==> src/rtl/multicycle_core_pkg.sv <==
// Shared types, field encodings and instruction field extractors for the multi-cycle core.
package multicycle_core_pkg;

  typedef enum logic [2:0] {
    S_FETCH  = 3'd0,
    S_DECODE = 3'd1,
    S_EXEC   = 3'd2,
    S_MEM    = 3'd3,
    S_WB     = 3'd4,
    S_HALT   = 3'd5
  } state_t;

  localparam int IR_W = 19;

  localparam logic [1:0] CLS_R   = 2'b00;
  localparam logic [1:0] CLS_I   = 2'b01;
  localparam logic [1:0] CLS_MEM = 2'b10;
  localparam logic [1:0] CLS_CTL = 2'b11;

  localparam logic [2:0] OP_LW   = 3'b000;
  localparam logic [2:0] OP_SW   = 3'b001;
  localparam logic [2:0] OP_JMP  = 3'b000;
  localparam logic [2:0] OP_BZ   = 3'b001;
  localparam logic [2:0] OP_BNZ  = 3'b010;
  localparam logic [2:0] OP_BC   = 3'b011;
  localparam logic [2:0] OP_BNC  = 3'b100;
  localparam logic [2:0] OP_HALT = 3'b111;

  localparam logic [2:0] ALU_ADD = 3'b000;
  localparam logic [2:0] ALU_ADC = 3'b001;
  localparam logic [2:0] ALU_SUB = 3'b010;
  localparam logic [2:0] ALU_SBB = 3'b011;
  localparam logic [2:0] ALU_AND = 3'b100;
  localparam logic [2:0] ALU_OR  = 3'b101;
  localparam logic [2:0] ALU_XOR = 3'b110;
  localparam logic [2:0] ALU_SHL = 3'b111;

  function automatic logic [1:0] f_cls(input logic [IR_W-1:0] ir);
    return ir[18:17];
  endfunction

  function automatic logic [2:0] f_op(input logic [IR_W-1:0] ir);
    return ir[16:14];
  endfunction

  function automatic logic [2:0] f_rd(input logic [IR_W-1:0] ir);
    return ir[13:11];
  endfunction

  function automatic logic [2:0] f_rs(input logic [IR_W-1:0] ir);
    return ir[10:8];
  endfunction

  function automatic logic [2:0] f_rt(input logic [IR_W-1:0] ir);
    return ir[7:5];
  endfunction

  function automatic logic [7:0] f_imm8(input logic [IR_W-1:0] ir);
    return ir[7:0];
  endfunction

  function automatic logic [11:0] f_tgt(input logic [IR_W-1:0] ir);
    return ir[11:0];
  endfunction

endpackage

==> src/rtl/multicycle_core_alu.sv <==
// Combinational ALU shared by arithmetic, logic and effective-address computation.
module alu_core
  import multicycle_core_pkg::*;
#(
  parameter int DATA_W = 8
) (
  input  logic [DATA_W-1:0] a,
  input  logic [DATA_W-1:0] b,
  input  logic              cin,
  input  logic [2:0]        op,
  output logic [DATA_W-1:0] y,
  output logic              cout,
  output logic              z
);

  logic [DATA_W:0] ext;
  logic [DATA_W:0] cin_ext;

  assign cin_ext = {{DATA_W{1'b0}}, cin};

  // The extra top bit carries out of additions and goes high on borrow for subtractions.
  always_comb begin
    ext = '0;
    case (op)
      ALU_ADD: ext = {1'b0, a} + {1'b0, b};
      ALU_ADC: ext = {1'b0, a} + {1'b0, b} + cin_ext;
      ALU_SUB: ext = {1'b0, a} - {1'b0, b};
      ALU_SBB: ext = {1'b0, a} - {1'b0, b} - cin_ext;
      ALU_AND: ext = {1'b0, a & b};
      ALU_OR:  ext = {1'b0, a | b};
      ALU_XOR: ext = {1'b0, a ^ b};
      ALU_SHL: ext = {a, 1'b0};
      default: ext = '0;
    endcase
  end

  assign y    = ext[DATA_W-1:0];
  assign cout = ext[DATA_W];
  assign z    = (y == '0);

endmodule

==> src/rtl/multicycle_core.sv <==
// Multi-cycle core: FETCH/DECODE/EXEC/MEM/WB sequencing over one ALU with req/ack memories.
// Handshake: a request stays high with stable address/data until the cycle its ack is seen; ack without request is ignored.
module multicycle_core
  import multicycle_core_pkg::*;
#(
  parameter int              DATA_W   = 8,
  parameter int              PC_W     = 12,
  parameter int              NREGS    = 8,
  parameter logic [PC_W-1:0] RESET_PC = '0,
  parameter int              CNT_W    = 32
) (
  input  logic              clk,
  input  logic              rst,
  output logic              imem_req,
  output logic [PC_W-1:0]   imem_addr,
  input  logic              imem_ack,
  input  logic [IR_W-1:0]   imem_rdata,
  output logic              dmem_req,
  output logic              dmem_we,
  output logic [DATA_W-1:0] dmem_addr,
  output logic [DATA_W-1:0] dmem_wdata,
  input  logic              dmem_ack,
  input  logic [DATA_W-1:0] dmem_rdata,
  output logic              halted,
  output logic [CNT_W-1:0]  retired
);

  localparam int RA_W = (NREGS > 1) ? $clog2(NREGS) : 1;

  state_t              state;
  logic [PC_W-1:0]     pc;
  logic [IR_W-1:0]     ir;
  logic [DATA_W-1:0]   a_q, b_q, mdr, ea_q;
  logic                z_q, c_q;
  logic [DATA_W-1:0]   regs [NREGS];

  logic [1:0]          cls;
  logic [2:0]          op, rd, rs, rt;
  logic [RA_W-1:0]     rd_a, rs_a, rt_a;
  logic signed [7:0]   imm_s;
  logic [DATA_W-1:0]   imm_d;
  logic [PC_W-1:0]     imm_p, tgt_p;
  logic [DATA_W-1:0]   rs_val, rt_val, rd_val;
  logic [DATA_W-1:0]   alu_b, alu_y;
  logic [2:0]          alu_op;
  logic                alu_c, alu_z;
  logic                mem_op, taken, retire;

  assign cls   = f_cls(ir);
  assign op    = f_op(ir);
  assign rd    = f_rd(ir);
  assign rs    = f_rs(ir);
  assign rt    = f_rt(ir);
  assign rd_a  = rd[RA_W-1:0];
  assign rs_a  = rs[RA_W-1:0];
  assign rt_a  = rt[RA_W-1:0];
  assign imm_s = f_imm8(ir);
  assign imm_d = DATA_W'(imm_s);
  assign imm_p = PC_W'(imm_s);
  assign tgt_p = PC_W'(f_tgt(ir));

  always_comb begin
    rs_val = (rs_a == '0) ? '0 : regs[rs_a];
    rt_val = (rt_a == '0) ? '0 : regs[rt_a];
    rd_val = (rd_a == '0) ? '0 : regs[rd_a];
  end

  // Memory ops borrow the ALU as an adder for R[rs]+sext(imm8).
  assign alu_op = cls[1] ? ALU_ADD : op;
  assign alu_b  = (cls == CLS_R) ? b_q : imm_d;

  alu_core #(.DATA_W(DATA_W)) u_alu (
    .a    (a_q),
    .b    (alu_b),
    .cin  (c_q),
    .op   (alu_op),
    .y    (alu_y),
    .cout (alu_c),
    .z    (alu_z)
  );

  assign mem_op = (op == OP_LW) || (op == OP_SW);

  always_comb begin
    taken = 1'b0;
    case (op)
      OP_JMP:  taken = 1'b1;
      OP_BZ:   taken = z_q;
      OP_BNZ:  taken = !z_q;
      OP_BC:   taken = c_q;
      OP_BNC:  taken = !c_q;
      default: taken = 1'b0;
    endcase
  end

  always_comb begin
    retire = 1'b0;
    case (state)
      S_EXEC:  retire = (cls == CLS_MEM && !mem_op) || (cls == CLS_CTL && op != OP_HALT);
      S_MEM:   retire = dmem_ack && (op == OP_SW);
      S_WB:    retire = 1'b1;
      default: retire = 1'b0;
    endcase
  end

  // Requests are gated by rst so they drop the moment reset asserts.
  assign imem_req   = (state == S_FETCH) && !rst;
  assign imem_addr  = pc;
  assign dmem_req   = (state == S_MEM) && !rst;
  assign dmem_we    = dmem_req && (op == OP_SW);
  assign dmem_addr  = ea_q;
  assign dmem_wdata = b_q;
  assign halted     = (state == S_HALT);

  always_ff @(posedge clk or posedge rst) begin
    if (rst) begin
      state <= S_FETCH;
      pc    <= RESET_PC;
      ir    <= '0;
      a_q   <= '0;
      b_q   <= '0;
      mdr   <= '0;
      ea_q  <= '0;
      z_q   <= 1'b0;
      c_q   <= 1'b0;
      for (int i = 0; i < NREGS; i++) regs[i] <= '0;
    end else begin
      case (state)
        S_FETCH: begin
          if (imem_ack) begin
            ir    <= imem_rdata;
            pc    <= pc + PC_W'(1);
            state <= S_DECODE;
          end
        end
        S_DECODE: begin
          a_q   <= rs_val;
          b_q   <= (cls == CLS_R) ? rt_val : rd_val;
          state <= S_EXEC;
        end
        S_EXEC: begin
          if (!cls[1]) begin
            state <= S_WB;
          end else if (cls == CLS_MEM) begin
            if (mem_op) begin
              ea_q  <= alu_y;
              state <= S_MEM;
            end else begin
              state <= S_FETCH;
            end
          end else if (op == OP_HALT) begin
            state <= S_HALT;
          end else begin
            // pc already points past this instruction, so branch targets are pc+1+offset.
            if (taken) pc <= (op == OP_JMP) ? tgt_p : pc + imm_p;
            state <= S_FETCH;
          end
        end
        S_MEM: begin
          if (dmem_ack) begin
            if (op == OP_SW) begin
              state <= S_FETCH;
            end else begin
              mdr   <= dmem_rdata;
              state <= S_WB;
            end
          end
        end
        S_WB: begin
          if (rd_a != '0) regs[rd_a] <= cls[1] ? mdr : alu_y;
          if (!cls[1]) begin
            z_q <= alu_z;
            c_q <= alu_c;
          end
          state <= S_FETCH;
        end
        S_HALT:  state <= S_HALT;
        default: state <= S_FETCH;
      endcase
    end
  end

  always_ff @(posedge clk or posedge rst) begin
    if (rst) begin
      retired <= '0;
    end else if (retire && (retired != '1)) begin
      retired <= retired + CNT_W'(1);
    end
  end

endmodule

==> config.mk <==
export PLATFORM = sky130hd
export DESIGN_NAME = multicycle_core
export DESIGN_NICKNAME = d
export VERILOG_FILES = /design/src/rtl/multicycle_core_pkg.sv /design/src/rtl/multicycle_core_alu.sv /design/src/rtl/multicycle_core.sv
export SDC_FILE = /design/constraint.sdc
export NUM_CORES = 1
export LEC_CHECK = 0
export BUFFER_PORTS_ARGS = -buffer_cell sky130_fd_sc_hd__buf_2
export CORE_MARGIN = 5
export CORE_UTILIZATION = 56
export CTS_BUF_LIST = sky130_fd_sc_hd__clkbuf_8
export DETAILED_ROUTE_END_ITERATION = 6
export GPL_TIMING_DRIVEN = 0
export HOLD_SLACK_MARGIN = 0.15
export MAX_ROUTING_LAYER = met4
export PLACE_DENSITY = 0.79
export SLEW_MARGIN = 20
export SYNTH_ARGS = -nofsm -noshare
export SYNTH_HDL_FRONTEND = slang
export SYNTH_SLANG_ARGS = --single-unit
==> constraint.sdc <==
create_clock -name clk -period 4.9 [get_ports clk]
set_input_delay 0.735 -clock clk [delete_from_list [all_inputs] [get_ports clk]]
set_output_delay 0.735 -clock clk [all_outputs]
set_load 0.005 [all_outputs]
; ---- Yosys cells after proc, flatten, opt, wreduce, memory -nomap -nowiden
; Cells that the tools add are included.
[word_totals]
register_bits = 164
in_bits = 31
output_inout_bits = 64
wordCells = 132
[op_classes]
add_sub_neg = 7
order_cmp = 4
eq_ne = 27
muxes = 37
bitwise_logic = 8
reduce_logical = 31
[op_table]
columns = operator, count
row1 = 8-bit two-way mux, 13
row2 = 8-bit binary-select mux with 3-bit select, 3
row3 = 12-bit two-way mux, 6
row4 = 9-bit one-hot mux with 8 select lines, 1
row5 = 64-bit bitwise mux, 1
row6 = "32-bit by 1-bit adder with 32-bit output, second input constant", 1
row7 = "32-bit inequality test, second input constant", 1
row8 = 8-bit demux with 3-bit select, 1
row9 = "3-bit equality test, second input constant", 8
row10 = 12-bit one-hot mux with 2 select lines, 1
row11 = 3-bit two-way mux, 7
row12 = "3-bit by 2-bit equality test with 1-bit output, second input constant", 6
row13 = 3-bit logical NOT, 6
row14 = 3-bit one-hot mux with 5 select lines, 1
row15 = "12-bit by 1-bit adder with 12-bit output, second input constant", 1
row16 = 12-bit adder, 1
row17 = "4-bit >= comparator, second input constant", 3
row18 = "2-bit inequality test, second input constant", 6
row19 = 3-bit NOT with 4-bit output, 3
row20 = 8-bit by 8-bit adder with 9-bit output, 1
row21 = 9-bit by 1-bit adder with 9-bit output, 1
row22 = "3-bit by 1-bit equality test with 1-bit output, second input constant", 3
row23 = 8-bit by 8-bit subtractor with 9-bit output, 1
row24 = 9-bit by 1-bit subtractor with 9-bit output, 1
row25 = 21 further kinds, 37

; ---- Logic depth before layout (Yosys ltp)
; Gate-level depths: netlist of run 1.
[logic_depth]
word_depth = 7
ltp_mapped = 16

; ---- Hierarchy
; A second synthesis of run 1 with hierarchy kept.
[unflattened]
hier_cells = 1160
hier_area_um2 = 10596.4
[modules_own_cells]
columns = module, n_inst, cells_per_inst, area_per_inst_um2, seq_area_each_um2
row1 = multicycle_core, 1, 906, 8697.1, 3903.7
row2 = alu_core, 1, 254, 1899.3, 0.0

; ---- Worst setup path before layout of run 1
; Ideal clock, no wire load.
[synth_timing]
kind = reg-to-reg
startpoint = register ir[18]
endpoint = register z_q
setup_time_ps = 92
arrival_time_ps = 3863
path_slack_ps = 946
stages_incl_launch_ff = 17
path_buffers = 2
synth_period_minus_slack_ps = 3954
path_cell_list = dfrtp_1 -> clkbuf_1 -> nor2_1 -> clkbuf_1 -> nand2_1 -> o21ai_0 -> inv_1 -> ha_1 -> or2_4 -> a211oi_2 -> mux2i_1 -> nand2_1 -> xnor2_1 -> a31oi_1 -> o21a_1 -> or4_1 -> o31ai_2
[synth_via]
elab_chain_len = 6
elab_cells_between_ends = 22
cone_classes = 4 x add/sub / 7 x eq/ne / 3 x mux / 4 x bitwise / 4 x reduce/logical
[synth_lines]
columns = item, line_no
row1 = from (decl), multicycle_core.sv:32  ; logic [IR_W-1:0] ir;
row2 = from (signal assigned), multicycle_core.sv:131  ; ir <= imem_rdata;
row3 = 2-bit logical NOT, multicycle_core.sv:70  ; assign alu_b = (cls == CLS_R) ? b_q : imm_d;
row4 = 8-bit two-way mux, multicycle_core.sv:70
row5 = 8-bit by 8-bit subtractor with 9-bit output or 8-bit by 8-bit adder with 9-bit output (tied branches), -
row6 = 9-bit by 1-bit subtractor with 9-bit output or 9-bit by 1-bit adder with 9-bit output (tied branches), "multicycle_core_alu.sv:28, multicycle_core_alu.sv:26"
row7 = 9-bit one-hot mux with 8 select lines, multicycle_core_alu.sv:24  ; case (op)
row8 = 8-bit logical NOT, multicycle_core_alu.sv:39  ; assign z = (y == '0);
row9 = to (signal assigned), multicycle_core.sv:172  ; z_q <= alu_z;
row10 = to (decl), multicycle_core.sv:34  ; logic z_q, c_q;
; Several ways; a longest one is shown, not always the timed one.
; A chain may end at the register's enable or synchronous reset.

; ---- Final worst setup path of run 1
[layout_timing]
startpoint = register ir[5]
endpoint = register regs[7] in the netlist's numbering
[layout_via]
elab_chain_len = 6
elab_cells_between_ends = 8
cone_classes = 4 x add/sub / 4 x mux
[layout_lines]
columns = item, line_no
row1 = 8-bit two-way mux *, multicycle_core.sv:70
row2 = 8-bit by 8-bit subtractor with 9-bit output or 8-bit by 8-bit adder with 9-bit output (tied branches), -
row3 = 9-bit by 1-bit subtractor with 9-bit output or 9-bit by 1-bit adder with 9-bit output (tied branches), "multicycle_core_alu.sv:28, multicycle_core_alu.sv:26"
row4 = 9-bit one-hot mux with 8 select lines *, multicycle_core_alu.sv:24
row5 = 8-bit two-way mux *, multicycle_core.sv:170  ; if (rd_a != '0) regs[rd_a] <= cls[1] ? mdr : alu_y;
row6 = 64-bit bitwise mux *, multicycle_core.sv:170
row7 = "to (signal, indexed assignment)", multicycle_core.sv:170
row8 = to (decl), multicycle_core.sv:35  ; logic [DATA_W-1:0] regs [NREGS];
; Every way passes the cells marked *; elsewhere a longest branch is shown, timed or not.

==> summary.md, run 1 <==
| Metric | Value |
|---|---|
| Status | completed |
| Metal2 WL | 15,180 um |
| Commonest non-fill, non-tap cells in the layout | dfrtp_1 (156), nand2_1 (116), buf_2 (104) |
| VDD IR max | around 0.00035 V |
| Fill cells | ~1,600 |
| Critical path data arrival time | 4970 ps |
| Final setup TNS | 0 ps |
| CTS tree | done |
| PwrDens | 772.9 nW/um^2 |
| DRC errors left | 0 |
| Min-delay worst type | input port to async pin |
| Max FO, Critical Path | 10 |
| Initial DRC Count | 906 |
| Req. time, crit path | between 5000 and 6000 ps |
| Vias in the first global route | 8,859 |
| Die Wd | 146.5 um |
| Pleak | 5.237 nW |
| Number of enable flip-flop cells after synthesis | 0 |
| First-pass GRT wire length | 49,540 um |
| Gr usage total | 0.2978 |
| Clock skew | 26.12 ps |
| CP top delay family | buffers and inverters |
| Layout cell share with drive strength beyond 1 | 0.2399 |
| Top_reg_cell synth | dfrtp_1 |
| DR pass1 iterations | 5 |
| Cell Chain, Critical Path | buf_1, clkbuf_1, mux2_2, inv_1, ha_1, or4_1, o22a_2, xnor2_2, and4_1, o31ai_1, o221a_2, mux2i_4, a21oi_2 |
| Total die area | about 21,000 sq um |
| WP buf/inv | 3 |
| Endpoints failing setup | 0 |
| Core Rows | 50 |
| Final Wtd Congestion | ~0.96 |
| Utilization after layout | 0.6337 |
| Drt wl/cell | roughly 22 um |
| Yosys reg bits | between 150 and 200 |
| Global route overflow | 0 |
| Worst setup EP type | flip-flop |
| Routed vias/inst | between 6 and 7 |
| Met1 wire length | 12,980 um |
| Routed wl met3 | 2008 um |
| DR top layer | met4 |
| Clk buf depth | 2 |
| CTS clk-pin slew, worst paths | 90 ps |
| Reg-to-reg setup timing slack | roughly 250 ps |
| Worst Max-Slew Pin Slew | between 900 and 1000 ps |
| Seq/Total Area, Yosys | 0.3741 |
| # hold bufs at CTS | 0 |
| Max Cap Viol | 0 |
| Skew-Pair Late Insertion Delay | 470 ps |
| Synth async-reset ratio | 1.000 |
| Final HPWL DP | 23,410 um |
| IO Count | 95 |
| CTS Buf Count | 17 |
| Largest net degree at the start of global routing | 34 |
| Commonest non-fill, non-tap cell in the layout | dfrtp_1 |
| Yosys warnings | 0 |
| Mapped Nets | 1,157 |
| Post-synth cell types | 79 |
| Initial core utilization | 0.5636 |
| Synthesized area | 10,440 sq um |
| CP peak stage delay | 580 ps |
| Final Hold Viols | 0 |
| Period Utilization, post-route | 0.9485 |
| Chip height | 146.5 um |
| Synthesis-to-finish area growth | 12.44% |
| Nets@finish | 1,275 |
| Slew Limit Fails | 0 |
| Port Buf Inserts | 94 |
| Antenna Nets Post-Route | 0 |
| Avg Synthesized Cell Area | 9.645 sq um |
| Vias | 9,306 |
| Post-Synthesis Cells | 1,082 |
| Relative slew margins | 0.3737 |
| Final min period | 4647 ps |
| Total routed wirelength | 31,330 um |
| Core Area | 18,520 sq um |
| Slowest CP cell | clkbuf_1 |
| H-tree depth | 4 |
| CTS root buffer | clkbuf_8 |
| Clk sinks | 156 |
| RSZ-0062 raised after global routing | no |
| Initial antenna violation count | 3 |
| Max Clk Rate | about 220 MHz |
| Hold slack | 291.9 ps |
| Critical path class | flip-flop to flip-flop |
| Critical path startpoint category | flip-flop |
## logic make-up (layout without fill, tap and decap cells)
kind of cell,after synthesis,in the layout,share of synthesized area
compound gates,292,292,0.1795
xor+xnor,57,57,0.04927
fa+ha+maj,44,44,0.05491
buf+inv,101,232,0.03968
flops,156,156,0.3741
mux,128,128,0.1630
other cells,0,2,0
simple gates,304,304,0.1396
## final cells by class
class / count / area, sq um / share of cell area
plain buffers: 62 / 271.5 / 0.02314
clock buffers: 20 / 275.3 / 0.02346
clock inverters: 12 / 136.4 / 0.01162
diodes: 2 / 5.005 / 0.0004265
inverters: 39 / 150.1 / 0.01279
flip-flops and latches: 156 / 3904 / 0.3327
multi-input cells: 825 / 6130 / 0.5223
well taps: 234 / 292.8 / 0.02495
repair buffers: 99 / 570.5 / 0.04862
## final timing paths
kind                               startpoint  cells after the start       endpoint
worst max register to register          ir[5]                     13        regs[7]
max in group asynchronous                 rst                      5  dmem_wdata[1]
worst min register to register     retired[5]                      1     retired[5]
worst max-delay path                    ir[5]                     13        regs[7]
min in group clk                imem_rdata[1]                      3          ir[1]
worst min-delay path                      rst                      2    retired[29]
## metal layers
layer | global-route usage | up-vias
met4 | 0.1119 | 0
met3 | 0.04097 | 109
met5 | - | -
met1 | 0.3905 | 4562
li1 | - | 4202
met2 | 0.4746 | 433
## worst register-to-register path, stage by stage (launching register included)
cell,delay [ps]
dfrtp_1,550
buf_1,550
clkbuf_1,580
mux2_2,330
inv_1,60
ha_1,220
or4_1,520
o22a_2,270
xnor2_2,280
and4_1,270
o31ai_1,90
o221a_2,330
mux2i_4,350
a21oi_2,100
## through the flow
stage | setup WS [ps] | instances | power [W] | instance area, sq um
after floorplan | 945.7 | 1082 | 0.006223 | 10440
after global placement | -137.1 | 1410 | 0.007781 | 11200
after detailed placement | -115.9 | 1415 | 0.007897 | 11300
after CTS | 5.355 | 1447 | 0.008937 | 11720
after global routing | 48.68 | 1449 | 0.009644 | 11740
final | 252.5 | 1449 | 0.009070 | 11740
## timing repair
item	in CTS	in global routing
resized for setup	2	8
buffers inserted	0	0
endpoints found under the hold margin	0	0
endpoints found under the setup margin	36	38
## Yosys cell counts (9+ instances only)
master    instances  area, sq um
a211oi_1         15        112.6
a21o_1            9        67.56
a21oi_1          77        385.4
a22oi_1          19        142.6
a31oi_1          11        68.82
and3_1           11        68.82
buf_2            10        50.05
clkbuf_1         41        153.9
dfrtp_1         156         3904
ha_1             41        513.0
inv_1            37        138.9
mux2_2           86        968.4
mux2i_1          17        170.2
mux4_2           24        540.5
nand2_1         116        435.4
nand3_1          26        130.1
nand4_1          17        106.4
nor2_1           65        244.0
nor2b_1          18        112.6
nor3_1            9        45.04
o21ai_0          82        410.4
xnor2_1          43        376.6
xor2_1           12        105.1
## power by group
part	switching (W)	internal (W)
Sequential	0.000537	0.00172
Clock	0.000513	0.000496
Combinational	0.00349	0.00231
## registers in the layout (all words and copies together) (netlist names)
signal and count:
imem_addr 12, z_q 1, regs 56, c_q 1
mdr 8, state 3, dmem_addr 8, ir 19
retired 32, dmem_wdata 8, a_q 8
Note: power is estimated with default switching activity, not from simulation.
==> run 2: changes to the inputs <==
--- a/config.mk
+++ b/config.mk
@@ -7,13 +7,12 @@
 export LEC_CHECK = 0
 export BUFFER_PORTS_ARGS = -buffer_cell sky130_fd_sc_hd__buf_2
 export CORE_MARGIN = 5
-export CORE_UTILIZATION = 56
-export CTS_BUF_LIST = sky130_fd_sc_hd__clkbuf_8
+export CORE_UTILIZATION = 61
 export DETAILED_ROUTE_END_ITERATION = 6
 export GPL_TIMING_DRIVEN = 0
 export HOLD_SLACK_MARGIN = 0.15
 export MAX_ROUTING_LAYER = met4
-export PLACE_DENSITY = 0.79
+export PLACE_DENSITY = 0.82
 export SLEW_MARGIN = 20
 export SYNTH_ARGS = -nofsm -noshare
 export SYNTH_HDL_FRONTEND = slang
==> constraint.sdc (replaced) <==
create_clock -name clk -period 5.5 [get_ports clk]
set_input_delay 0.825 -clock clk [delete_from_list [all_inputs] [get_ports clk]]
set_output_delay 0.825 -clock clk [all_outputs]
set_load 0.005 [all_outputs]
==> run 2 against run 1 <==
Flip-flop and latch count did not move. Cell count fell by 1.3%. Combinational power fell by 11%. Clock-buffer cell count fell by 3. Via count barely moved. Clock skew fell by 12 ps. Non-clock buffer count fell by 4. Register-to-register slack improved by 40 ps. Critical path type unchanged. Critical endpoint is now regs[54]. Largest cell class unchanged.
==> summary.md, run 2 (same netlist as run 1, synthesis figures left out) <==
| Metric | Value |
|---|---|
| Status | completed (unchanged) |
| Post-CTS Setup Inserts | 0 (unchanged) |
| Total die area | 19,820 sq um (was 21,470 sq um) |
| # hold bufs at CTS | 0 (unchanged) |
| Fin worst setup slack | 292.4 ps (was 252.5 ps) |
| DRC errors left | 0 (unchanged) |
| Endpoints failing setup | 0 (unchanged) |
| Req. time, crit path | 5820 ps (was 5220 ps) |
| Initial core utilization | 0.6249 (was 0.5636) |
| Relative slew margins | 0.3802 (was 0.3737) |
| Final Hold Viols | 0 (unchanged) |
| CTS root buffer | clkbuf_16 (was clkbuf_8) |
| Clock skew | 14.28 ps (was 26.12 ps) |
| Min-delay worst type | input port to async pin (unchanged) |
| Nets@finish | 1,271 (was 1,275) |
| Post-CTS sizing | 0 (was 2) |
| Final Wtd Congestion | 1.002 (was 0.9591) |
| IO Count | 95 (unchanged) |
| WP buf/inv | 4 (was 3) |
| CTS tree | done (unchanged) |
| Max Cap Viol | 0 (unchanged) |
| CP top delay family | compound AO/OA/AOI/OAI gates (was buffers and inverters) |
| PwrDens | 705.3 nW/um^2 (was 772.9 nW/um^2) |
| Hold slack | 464.9 ps (was 291.9 ps) |
| Worst Max-Slew Pin Slew | 929.7 ps (was 939.5 ps) |
| Most flops, register | regs (unchanged) |
| H-tree depth | 4 (unchanged) |
| Post-place setup slack | 482.2 ps (was -115.9 ps) |
| Layout cell share with drive strength beyond 1 | 0.2341 (was 0.2399) |
| Core Rows | 47 (was 50) |
| Antenna Nets Post-Route | 0 (unchanged) |
| CP peak stage delay | 630 ps (was 580 ps) |
| Top flop regs | regs: 56 flops, retired: 32 flops, ir: 19 flops (unchanged) |
| Slowest CP cell | clkbuf_1 (unchanged) |
| Slew Limit Fails | 0 (unchanged) |
| Drt wl/cell | 21.69 um (was 21.62 um) |
| Utilization after layout | 0.7067 (was 0.6337) |
| Routed vias/inst | 6.508 (was 6.422) |
| Pleak | 5.280 nW (was 5.237 nW) |
| VDD IR max | 0.0004320 V (was 0.0003542 V) |
| CTS Buf Count | 17 (unchanged) |
| Total routed wirelength | 31,020 um (was 31,330 um) |
| Die Wd | 140.8 um (was 146.5 um) |
| RSZ-0062 raised after global routing | no (unchanged) |
| Max Clk Rate | 192.0 MHz (was 215.2 MHz) |
| Max FO, Critical Path | 10 (unchanged) |
| Initial antenna violation count | 1 (was 3) |
| Global route overflow | 0 (unchanged) |
| First-pass GRT wire length | 48,870 um (was 49,540 um) |
| Commonest non-fill, non-tap cell in the layout | dfrtp_1 (unchanged) |
| Clk sinks | 156 (unchanged) |
| CTS clk-pin slew, worst paths | 70 ps (was 90 ps) |
| Final min period | 5208 ps (was 4647 ps) |
| Core Area | 16,700 sq um (was 18,520 sq um) |
| Vias in the first global route | 9,089 (was 8,859) |
| Clk buf depth | 2 (unchanged) |
| Critical path class | flip-flop to flip-flop (unchanged) |
| Skew-Pair Late Insertion Delay | 440 ps (was 470 ps) |
| Initial DRC Count | 894 (was 906) |
| Period Utilization, post-route | 0.9468 (was 0.9485) |
| Commonest non-fill, non-tap cells in the layout | dfrtp_1 (156), nand2_1 (116), buf_2 (104) (unchanged) |
| Largest net degree at the start of global routing | 88 (was 34) |
| Synthesis-to-finish area growth | 13.09% (was 12.44%) |
| DR pass1 iterations | 5 (unchanged) |
| Vias | 9,307 (was 9,306) |
| Critical path data arrival time | 5520 ps (was 4970 ps) |
| Cell Chain, Critical Path | clkbuf_1, nor2_1, clkbuf_1, mux2_2, inv_1, ha_1, buf_2, a211oi_1, mux2i_1, nand2_1, a41oi_1, o31a_1, o21ai_0, a22o_1, mux2_2 (was buf_1, clkbuf_1, mux2_2, inv_1, ha_1, or4_1, o22a_2, xnor2_2, and4_1, o31ai_1, o221a_2, mux2i_4, a21oi_2) |
| Final HPWL DP | 22,400 um (was 23,410 um) |
| Max FFs per register | 56 (unchanged) |
| Critical path startpoint category | flip-flop (unchanged) |
| Port Buf Inserts | 94 (unchanged) |
| Worst setup EP type | flip-flop (unchanged) |
| Gr usage total | 0.3208 (was 0.2978) |
| Chip height | 140.8 um (was 146.5 um) |
## run 2: changes by cell type in the layout (fill, tap and decap cells not counted), sizes merged
cell / delta
buf: -4
inv: +4
clkbuf: -3
clkinv: +3
clkinvlp: -3
bufinv: -1
diode: -1
## run 2: metrics by stage
stage / area, sq um / total power [W] / TNS, ps / std cells
after floorplan: 10440 / 0.005543 / 0 / 1082
after global placement: 11180 / 0.006878 / -202100 / 1396
after detailed placement: 11220 / 0.006998 / 0 / 1397
after CTS: 11800 / 0.008208 / 0 / 1429
after global routing: 11800 / 0.008820 / 0 / 1430
final: 11800 / 0.008324 / 0 / 1430
## run 2: final timing paths
kind	startpoint	to	slack [ps]	cells after the start
max	ir[18]	regs[54]	290	15
min	rst	dmem_addr[0]	460	2
max reg2reg	ir[18]	regs[54]	290	15
min reg2reg	retired[5]	retired[5]	490	1
max in group asynchronous	rst	regs[2]	4250	3
min in group clk	retired[5]	retired[5]	490	1
## run 2: final cells by class
| type | count | area, sq um |
|---|---|---|
| multi-input combinational | 825 | 6118 |
| fill | 1323 | 4898 |
| sequential | 156 | 3904 |
| timing repair buffer | 95 | 498.0 |
| clock buffer | 17 | 425.4 |
| tap | 220 | 275.3 |
| buffer | 62 | 267.8 |
| clock inverter | 15 | 157.7 |
| inverter | 39 | 153.9 |
| antenna | 1 | 2.502 |
## run 2: layer usage
| layer | global-route usage | wire (um) | vias up | share of wire |
|---|---|---|---|---|
| li1 | - | - | 4187 | - |
| met1 | 0.4069 | 12310 | 4525 | 0.40 |
| met2 | 0.5088 | 15030 | 494 | 0.48 |
| met3 | 0.05418 | 2473 | 101 | 0.080 |
| met4 | 0.1443 | 1205 | 0 | 0.039 |
| met5 | - | 0 | - | 0 |
## run 2: where the power goes
| group | switching, W | internal [W] |
|---|---|---|
| Sequential | 0.000474 | 0.00154 |
| Clock | 0.000534 | 0.000638 |
| Combinational | 0.00309 | 0.00205 |
==> run 3: changes to the inputs <==
--- a/config.mk
+++ b/config.mk
@@ -6,6 +6,7 @@
 export NUM_CORES = 1
 export LEC_CHECK = 0
 export BUFFER_PORTS_ARGS = -buffer_cell sky130_fd_sc_hd__buf_2
+export CORE_ASPECT_RATIO = 0.75
 export CORE_MARGIN = 5
 export CORE_UTILIZATION = 61
 export DETAILED_ROUTE_END_ITERATION = 6
==> constraint.sdc (replaced) <==
create_clock -name clk -period 5.5 [get_ports clk]
set_input_delay 0.275 -clock clk [delete_from_list [all_inputs] [get_ports clk]]
set_output_delay 0.275 -clock clk [all_outputs]
set_load 0.005 [all_outputs]
==> run 3 against run 2 <==
Cell area rose by 2.6%. Via count rose by 2.4%. Cell count rose by 1.7%. Critical endpoint is now regs[15]. Die area rose by 0.14%. Combinational power rose by 3%. Fmax fell by 2.2%. Sequential share of layout area fell by 0.83 points. Clock power rose by 5%. Clock-buffer cell count rose by 1. Highest routed layer unchanged. Non-clock buffer count rose by 28. Critical path depth did not move. Routed wire length rose by 8.4%.
==> summary.md, run 3 (same netlist as run 1, synthesis figures left out) <==
| Metric | Value |
|---|---|
| Max Clk Rate | 187.8 MHz (was 192.0 MHz) |
| Max FFs per register | 56 (unchanged) |
| Critical path startpoint | ir[18] (unchanged) |
| DRC errors left | 0 (unchanged) |
| Final Wtd Congestion | 0.9757 (was 1.002) |
| Most common cell on crit path | clkbuf_1 |
| Port Buf Inserts | 94 (unchanged) |
| Pleak | 5.414 nW (was 5.280 nW) |
| Max Cap Viol | 0 (unchanged) |
| Final min period | 5324 ps (was 5208 ps) |
| Commonest non-fill, non-tap cells in the layout | dfrtp_1 (156), nand2_1 (116), buf_2 (104) (unchanged) |
| Reg-to-Reg Start | ir[18] (unchanged) |
| Status | completed (unchanged) |
| CTS tree | done (unchanged) |
| Period Utilization, post-route | 0.9680 (was 0.9468) |
| Final HPWL DP | 24,280 um (was 22,400 um) |
| Endpoints failing setup | 0 (unchanged) |
| Total power | 0.008536 W (was 0.008324 W) |
| Post-CTS Setup Inserts | 0 (unchanged) |
| Initial DRC Count | 1,105 (was 894) |
| Hold wc startpoint | dmem_ack |
| Synthesis-to-finish area growth | 16.01% (was 13.09%) |
| Min-delay worst type | input port to flip-flop (was input port to async pin) |
| Chip height | 123.3 um (was 140.8 um) |
| Post-place setup slack | 320.6 ps (was 482.2 ps) |
| Worst Max-Slew Pin Slew | 970.8 ps (was 929.7 ps) |
| Critical path class | flip-flop to flip-flop (unchanged) |
| Initial antenna violation count | 3 (was 1) |
| Core Rows | 41 (was 47) |
| Vias | 9,532 (was 9,307) |
| Skew-Pair Late Insertion Delay | 440 ps (about the same) |
| Top flop regs | regs: 56 flops, retired: 32 flops, ir: 19 flops (unchanged) |
| Cell Chain, Critical Path | clkbuf_1, nor2_1, clkbuf_1, o21ai_0, inv_1, ha_1, or2_4, a2111oi_1, o22a_2, xnor2_2, and4_1, o31ai_1, o221a_2, mux2i_4, a21oi_2 (was clkbuf_1, nor2_1, clkbuf_1, mux2_2, inv_1, ha_1, buf_2, a211oi_1, mux2i_1, nand2_1, a41oi_1, o31a_1, o21ai_0, a22o_1, mux2_2) |
| Slowest CP cell | o21ai_0 (was clkbuf_1) |
| Total routed wirelength | 33,630 um (was 31,020 um) |
| Core Area | 16,830 sq um (was 16,700 sq um) |
| Antenna Nets Post-Route | 0 (unchanged) |
| Vias in the first global route | 9,077 (was 9,089) |
| Worst setup EP type | flip-flop (unchanged) |
| Req. time, crit path | 5800 ps (was 5820 ps) |
| Clk buf depth | 2 (unchanged) |
| Layout cell share with drive strength beyond 1 | 0.2296 (was 0.2341) |
| Critical path data arrival time | 5630 ps (was 5520 ps) |
| Routed vias/inst | 6.551 (was 6.508) |
| Total die area | 19,850 sq um (was 19,820 sq um) |
| Critical path startpoint category | flip-flop (unchanged) |
| CP peak stage delay | 590 ps (was 630 ps) |
| Reg area | 3904 sq um (unchanged) |
| CTS root buffer | clkbuf_16 (unchanged) |
| Nets@finish | 1,299 (was 1,271) |
| Die Wd | 161.0 um (was 140.8 um) |
| Fin cells | 1,455 (was 1,430) |
| VDD IR max | 0.0003627 V (was 0.0004320 V) |
| Hold Path Cell Cnt | 4 |
| Gr usage total | 0.3529 (was 0.3208) |
| Largest net degree at the start of global routing | 82 (was 88) |
| Hold slack | 206.8 ps (was 464.9 ps) |
| Clk sinks | 156 (unchanged) |
| Commonest non-fill, non-tap cell in the layout | dfrtp_1 (unchanged) |
| DR pass1 iterations | 6 (was 5) |
| Most flops, register | regs (unchanged) |
| Cells on worst reg2reg path | 15 (unchanged) |
| Fin worst setup slack | 175.8 ps (was 292.4 ps) |
| Placed Cells | 1,392 (was 1,397) |
| Multi-input combinational cell area | 6126 sq um (was 6118 sq um) |
| Clock skew | 17.03 ps (was 14.28 ps) |
| First-pass GRT wire length | 52,230 um (was 48,870 um) |
| CTS Buf Count | 17 (unchanged) |
| PwrDens | 705.1 nW/um^2 (was 705.3 nW/um^2) |
| Drt wl/cell | 23.12 um (was 21.69 um) |
| IO Count | 95 (unchanged) |
| RSZ-0062 raised after global routing | no (unchanged) |
| H-tree depth | 4 (unchanged) |
| Initial core utilization | 0.6202 (was 0.6249) |
| Global route overflow | 0 (unchanged) |
| Relative slew margins | 0.3528 (was 0.3802) |
| CTS clk-pin slew, worst paths | 80 ps (was 70 ps) |
| Final Hold Viols | 0 (unchanged) |
| Slew Limit Fails | 0 (unchanged) |
| Fill cells | 1,271 (was 1,323) |
| Max FO, Critical Path | 10 (unchanged) |
==> run 3: cell types whose count changed in the layout (fill, tap and decap cells not counted), moves of 2 or more <==
cell | previous run | this run
dlygate4sd3_1 | 0 | 28
inv_8 | 3 | 5
diode_2 | 1 | 3
clkinvlp_4 | 3 | 0
==> run 3: area by class of cell <==
class	instances	area share
diodes	3	0.0006201
inverters	39	0.01271
clock buffers	18	0.03545
repair buffers	123	0.06428
flip-flops and latches	156	0.3224
plain buffers	62	0.02212
multi-input cells	825	0.5060
well taps	215	0.02222
clock inverters	14	0.01416
==> run 3: final timing paths <==
| check | slack (ps) | to |
|---|---|---|
| min in group asynchronous | 480 | ir[0] |
| max in group asynchronous | 4220 | regs[36] |
| max | 180 | regs[15] |
| min | 210 | state[0] |
| max reg2reg | 180 | regs[15] |
| min reg2reg | 510 | dmem_addr[3] |
==> run 3: power by group <==
group | switching (W) | internal [W]
Sequential | 0.000487 | 0.00154
Clock | 0.000542 | 0.000689
Combinational | 0.00321 | 0.00207
Total | 0.00424 | 0.00430
==> run 3: metrics by stage <==
| stage | utilization | TNS [ps] | cell area (sq um) |
|---|---|---|---|
| final | 0.7195 | 0 | 12110 |
| after global routing | 0.7195 | 0 | 12110 |
| after CTS | 0.7186 | 0 | 12090 |
| after detailed placement | 0.6663 | 0 | 11210 |
| after global placement | 0.6642 | -105400 | 11180 |
| after floorplan | - | 0 | 10440 |
==> run 3: worst max-delay path: cells and delay by family, from the launching register on <==
family	cells	cell delay, ps
buf+inv	3	1080
flops	1	470
mux	1	330
fa+ha+maj	1	380
xor+xnor	1	170
simple gates	3	840
compound gates	6	1910
==> run 3: timing repair <==
action,4_1_cts,5_1_grt
gates resized for setup,0,1
hold buffers,28,0
setup endpoints to repair,0,2
hold endpoints to repair,107,0
==> run 3: per-layer routing <==
metal	wire, um	vias to the layer above	share of wire	track usage
met5	0	-	0	-
met4	539	0	0.016	0.08737
met3	4138	58	0.12	0.1213
met2	14050	551	0.42	0.4802
met1	14910	4679	0.44	0.5080
li1	-	4244	-	-
